**src/rtl/sixbit_alu_pkg.sv**
```systemverilog
// Shared constants for the 6-bit ALU operand path: operand width,
// loader FSM state encoding and the 3-bit ALU operation codes.
package sixbit_alu_pkg;

  localparam int WIDTH = 6;
  localparam int OP_W  = 3;

  // Loader FSM; encoding is shown on the state LEDs so it is fixed.
  typedef enum logic [1:0] {
    WAIT_A  = 2'd0,
    WAIT_B  = 2'd1,
    WAIT_OP = 2'd2,
    ISSUE   = 2'd3
  } ld_state_e;

  // Operation select presented to the ALU bit-slice gates.
  typedef enum logic [OP_W-1:0] {
    OP_ADD  = 3'd0,
    OP_SUB  = 3'd1,
    OP_AND  = 3'd2,
    OP_OR   = 3'd3,
    OP_XOR  = 3'd4,
    OP_XNOR = 3'd5,
    OP_NOTA = 3'd6,
    OP_PASS = 3'd7
  } alu_op_e;

endpackage

```
**src/rtl/sixbit_operand_loader_btn_debounce.sv**
```systemverilog
// Button conditioner: 2-flop synchronizer, stable-count debouncer and a
// single-cycle pulse on each accepted press (nothing on release).
module btn_debounce #(
  parameter int DB_CYCLES = 16
) (
  input  logic clk,
  input  logic reset_n,
  input  logic btn_i,
  output logic pulse_o
);
  localparam int CW = (DB_CYCLES > 1) ? $clog2(DB_CYCLES) : 1;
  localparam logic [CW-1:0] CNT_LAST = CW'(DB_CYCLES - 1);

  logic          sync1_q, sync2_q;
  logic          level_q;
  logic          pulse_q;
  logic [CW-1:0] cnt_q;

  // Synchronize, then accept a new level only after DB_CYCLES mismatching cycles in a row.
  always_ff @(posedge clk or negedge reset_n) begin
    if (!reset_n) begin
      sync1_q <= 1'b0;
      sync2_q <= 1'b0;
      level_q <= 1'b0;
      pulse_q <= 1'b0;
      cnt_q   <= '0;
    end else begin
      sync1_q <= btn_i;
      sync2_q <= sync1_q;
      pulse_q <= 1'b0;
      if (sync2_q != level_q) begin
        if (cnt_q == CNT_LAST) begin
          level_q <= sync2_q;
          cnt_q   <= '0;
          pulse_q <= sync2_q;   // rising acceptance only
        end else begin
          cnt_q <= cnt_q + 1'b1;
        end
      end else begin
        cnt_q <= '0;
      end
    end
  end

  assign pulse_o = pulse_q;
endmodule

```
**src/rtl/sixbit_operand_loader.sv**
```systemverilog
// Loads operand A, operand B and the ALU op from the switches on three
// debounced load presses, then holds them valid until the ALU accepts.
module sixbit_operand_loader
  import sixbit_alu_pkg::*;
#(
  parameter int DB_CYCLES = 16,
  parameter int WIDTH     = sixbit_alu_pkg::WIDTH
) (
  input  logic             clk,
  input  logic             reset_n,
  input  logic [WIDTH-1:0] sw,
  input  logic             btn_load,
  input  logic             btn_clr,
  output logic [WIDTH-1:0] a,
  output logic [WIDTH-1:0] b,
  output logic [OP_W-1:0]  op,
  output logic             valid,
  input  logic             ready,
  output logic [1:0]       state
);
  logic load_pulse, clr_pulse;

  ld_state_e        state_q;
  logic [WIDTH-1:0] a_q, b_q;
  logic [OP_W-1:0]  op_q;
  logic             valid_q;

  btn_debounce #(.DB_CYCLES(DB_CYCLES)) u_load_db (
    .clk     (clk),
    .reset_n (reset_n),
    .btn_i   (btn_load),
    .pulse_o (load_pulse)
  );

  btn_debounce #(.DB_CYCLES(DB_CYCLES)) u_clr_db (
    .clk     (clk),
    .reset_n (reset_n),
    .btn_i   (btn_clr),
    .pulse_o (clr_pulse)
  );

  // Loader FSM; clear wins over load and handshake, valid is registered with the ISSUE state.
  always_ff @(posedge clk or negedge reset_n) begin
    if (!reset_n) begin
      state_q <= WAIT_A;
      a_q     <= '0;
      b_q     <= '0;
      op_q    <= '0;
      valid_q <= 1'b0;
    end else if (clr_pulse) begin
      state_q <= WAIT_A;
      a_q     <= '0;
      b_q     <= '0;
      op_q    <= '0;
      valid_q <= 1'b0;
    end else begin
      case (state_q)
        WAIT_A: if (load_pulse) begin
          a_q     <= sw;
          state_q <= WAIT_B;
        end
        WAIT_B: if (load_pulse) begin
          b_q     <= sw;
          state_q <= WAIT_OP;
        end
        WAIT_OP: if (load_pulse) begin
          op_q    <= sw[OP_W-1:0];
          state_q <= ISSUE;
          valid_q <= 1'b1;
        end
        ISSUE: if (ready) begin   // loads here are dropped, operands hold
          state_q <= WAIT_A;
          valid_q <= 1'b0;
        end
        default: begin
          state_q <= WAIT_A;
          valid_q <= 1'b0;
        end
      endcase
    end
  end

  assign a     = a_q;
  assign b     = b_q;
  assign op    = op_q;
  assign valid = valid_q;
  assign state = state_q;
endmodule

```
**config.mk**
```make
export PLATFORM = sky130hd
export DESIGN_NAME = sixbit_operand_loader
export DESIGN_NICKNAME = d
export VERILOG_FILES = /design/src/rtl/sixbit_alu_pkg.sv /design/src/rtl/sixbit_operand_loader_btn_debounce.sv /design/src/rtl/sixbit_operand_loader.sv
export SDC_FILE = /design/constraint.sdc
export NUM_CORES = 1
export LEC_CHECK = 0
export CORE_MARGIN = 2
export CORE_UTILIZATION = 30
export DETAILED_ROUTE_END_ITERATION = 8
export SETUP_SLACK_MARGIN = 0.15
export SYNTH_ARGS = -nofsm -noshare
export SYNTH_HDL_FRONTEND = slang
export SYNTH_SLANG_ARGS = --single-unit
```
**constraint.sdc**
```tcl
create_clock -name clk -period 4.7 [get_ports clk]
set_clock_uncertainty 0.2 [all_clocks]
set_input_delay 1.175 -clock clk [delete_from_list [all_inputs] [get_ports clk]]
set_output_delay 1.175 -clock clk [all_outputs]
set_load 0.01 [all_outputs]
```
==> results.py <==
metrics = {
    "pwr": {
        "power.switching_mw": 0.2087,
        "power_frac_seq": 0.430,
        "p_sw_frac": 0.2682,
        "clkPwrFrac": 0.343,
        "intPower_mw": 0.5694,
        "vdd_drop_max_mv": 0.1865,
        "power.density_nw_per_um2": 411.3,
        "comb_power_share": 0.227,
        "leakage_nw": 0.8279,
    },
    "timing": {
        "setup_tns_ns": 0,
        "worst_pin_slew_ns": 0.6018,
        "rsz0062_at_grt": "no",
        "slew_viol_final": 0,
        "period_share": 0.5627,
        "post-route-min-period_ns": 2.645,
        "timing.fmax_ghz": 0.3781,
        "max_slew_margin": 0.5988,
        "finalSetupViolations": 0,
        "hold_viol": 0,
    },
    "floorplan": {
        "die-area_um2": 5437,
        "rows": 25,
        "initial_core_util": 0.3109,
        "ioPinCount": 29,
        "core-area_um2": 4692,
        "fp.dieW_um": 73.74,
        "die_h_um": 73.74,
    },
    "hold_path": {
        "hold-path-cell-count": 0,
        "hp-class": "register to register",
        "hp-start": "u_clr_db.sync1_q",
        "min_to": "u_clr_db.sync2_q",
    },
    "cts": {
        "clkLatencyLatePin_ns": 0.28,
        "ctsHoldBuffers": 0,
        "cts_tree": "done",
        "clkSinkCount": 34,
        "htreeDepth": 2,
        "cts_resized": 0,
        "cts_root_buffer": "clkbuf_8",
        "clk_pin_slew_ns": 0.06,
        "numCtsBuffers": 5,
        "cts_setup_buffers": 0,
        "cts_buffer_depth": 2,
    },
    "final_layout": {
        "final_area_um2": 1892,
        "area_delta_synth_final_pct": 29.67,
        "layout_common_cells": "dfrtp_1 (34), clkdlybuf4s50_1 (28), a21oi_1 (20), nand2_1 (20), nand3_1 (17)",
        "nNetsFinal": 184,
        "layout_commonest_cell": "dfrtp_1",
        "drive_above_1_share": 0.07186,
        "diodes": 0,
    },
    "setup_path": {
        "reg2reg_slack_ns": 2.83,
        "cp-start-kind": "register",
        "timing.rr.end": "state[0]",
        "worstSetupPathType": "register to output pin",
        "slowest_delay_ns": 0.57,
        "crit_buf_inv": 1,
        "cp-end-kind": "output pin",
        "critPathArrivalTime_ns": 1.27,
        "cp_cell_sequence": "clkdlybuf4s50_1",
        "crit_family": "buffers and inverters",
        "reg2reg_depth": 5,
        "crit_slowest_cell": "clkdlybuf4s50_1",
        "regToRegStartpoint": "state[1]",
        "critical_path.max_fanout": 5,
        "cp.required_ns": 3.32,
    },
    "job": {
        "max-cap-violations": 0,
    },
    "drt": {
        "drcViolationCount": 0,
        "route.detailed.wl_per_inst_um": 13.59,
        "routed_wl_um": 3003,
        "routed_via_density": 4.805,
        "first_pass_iters": 4,
        "ant_nets": 0,
        "initialDrtViolationCount": 79,
        "num_vias": 1062,
    },
    "global_routing": {
        "grt_max_degree": 35,
        "grt_pass1_vias": 1123,
        "grt_overflow_total": 0,
        "track_usage": 0.1265,
        "grt_pass1_wl_um": 5140,
        "antenna_found_initial": 0,
    },
    "synth": {
        "synth_area_um2": 1459,
        "ys_warn_count": 0,
        "synth.distinct_cells": 21,
        "avgSynthCellArea_um2": 10.65,
        "ys_seq_area_frac": 0.5832,
        "syn_nets": 154,
        "ys_seq_elements": 34,
        "yosys-top-cells-area": "dfrtp_1 (58%), a21oi_1 (6.9%), nand3_1 (5.8%)",
        "yosysTopAreaCell": "dfrtp_1",
        "synth_top_area_frac": 0.5832,
        "syn_inst": 137,
    },
    "placement": {
        "io_buffer_count": 28,
        "place_congestion": 0.7639,
        "hpwl_um": 2232,
        "placed_cell_area_um2": 1779,
    },
    "status": {
        "status": "finished clean",
    },
}
==> synth_stat cells <==
cell type and number:
dfrtp_1 34, ha_1 6, mux2_2 2, nand4b_1 2
mux2_1 1, inv_1 5, o21ai_0 3, mux2i_1 1
a2bb2oi_2 1, nand3_1 17, a21oi_1 20, buf_2 4
clkbuf_1 1, buf_6 1, xnor2_1 4, nand2b_1 2
nor3_2 1, nor2_1 4, nand2_1 20, nor2b_1 4
nor3b_1 4
==> cell type report <==
class	instances	area [um^2]
clock buffer	6	82.58
fill	461	2800
timing repair buffer	29	287.8
sequential	34	850.8
tap	54	67.56
multi-input combinational	92	554.3
clock inverter	1	30.03
inverter	5	18.77
==> flip-flops by register name, summed over array words and instances, names as in the netlist <==
register / cells
u_load_db.pulse_o: 1
u_clr_db.pulse_o: 1
op: 3
u_load_db.level_q: 1
u_load_db.sync2_q: 1
u_clr_db.cnt_q: 4
u_clr_db.level_q: 1
valid: 1
u_clr_db.sync2_q: 1
state: 2
a: 6
u_clr_db.sync1_q: 1
u_load_db.cnt_q: 4
b: 6
u_load_db.sync1_q: 1
==> through the flow <==
stage	setup slack [ns]	total power, mW	hold WS, ns	cells	util
global placement	2.177	0.5107	0.1344	214	0.3792
finish	2.055	0.7781	0.1592	221	0.4032
floorplan	2.708	0.4583	0.1312	137	-
CTS	2.032	0.7905	0.1604	221	0.4032
global route	2.005	0.8239	0.1678	221	0.4032
detailed placement	2.142	0.5189	0.1355	214	0.3792
==> how the worst max path moves through the flow <==
stage	from	to	slack [ns]	depth (start not counted)
after detailed placement	ready	state[0]	2.14	4
after global placement	ready	state[0]	2.18	4
after CTS	state[1]	state[1]	2.03	1
final	state[1]	state[1]	2.06	1
after global routing	state[1]	state[1]	2.00	1
after floorplan	ready	state[0]	2.71	3
==> cells by family (layout without fill, tap and decap cells) <==
| kind of cell | Yosys count | in the layout | share of synthesized area |
|---|---|---|---|
| AO/OA/AOI/OAI | 24 | 24 | 0.08919 |
| XOR/XNOR | 4 | 4 | 0.02401 |
| adder cells (fa/ha/maj) | 6 | 6 | 0.05146 |
| buffers and inverters | 11 | 41 | 0.03688 |
| flip-flops | 34 | 34 | 0.5832 |
| multiplexers | 4 | 4 | 0.03002 |
| AND/OR/NAND/NOR | 54 | 54 | 0.1852 |
==> power by group through the flow <==
stage	combinational (mW)	sequential (mW)	clock (mW)
2_1_floorplan	0.117	0.341	0
3_3_place_gp	0.173	0.337	0
3_5_place_dp	0.179	0.340	0
4_1_cts	0.180	0.335	0.276
5_1_grt	0.198	0.338	0.288
6_report	0.177	0.334	0.267
==> metal layers <==
metal  track usage  share of wire
met1        0.1602           0.44
met4       0.06061         0.0097
met3       0.03704          0.077
met2        0.1974           0.47
met5             0              0
Power figures use the tool's default switching activity.
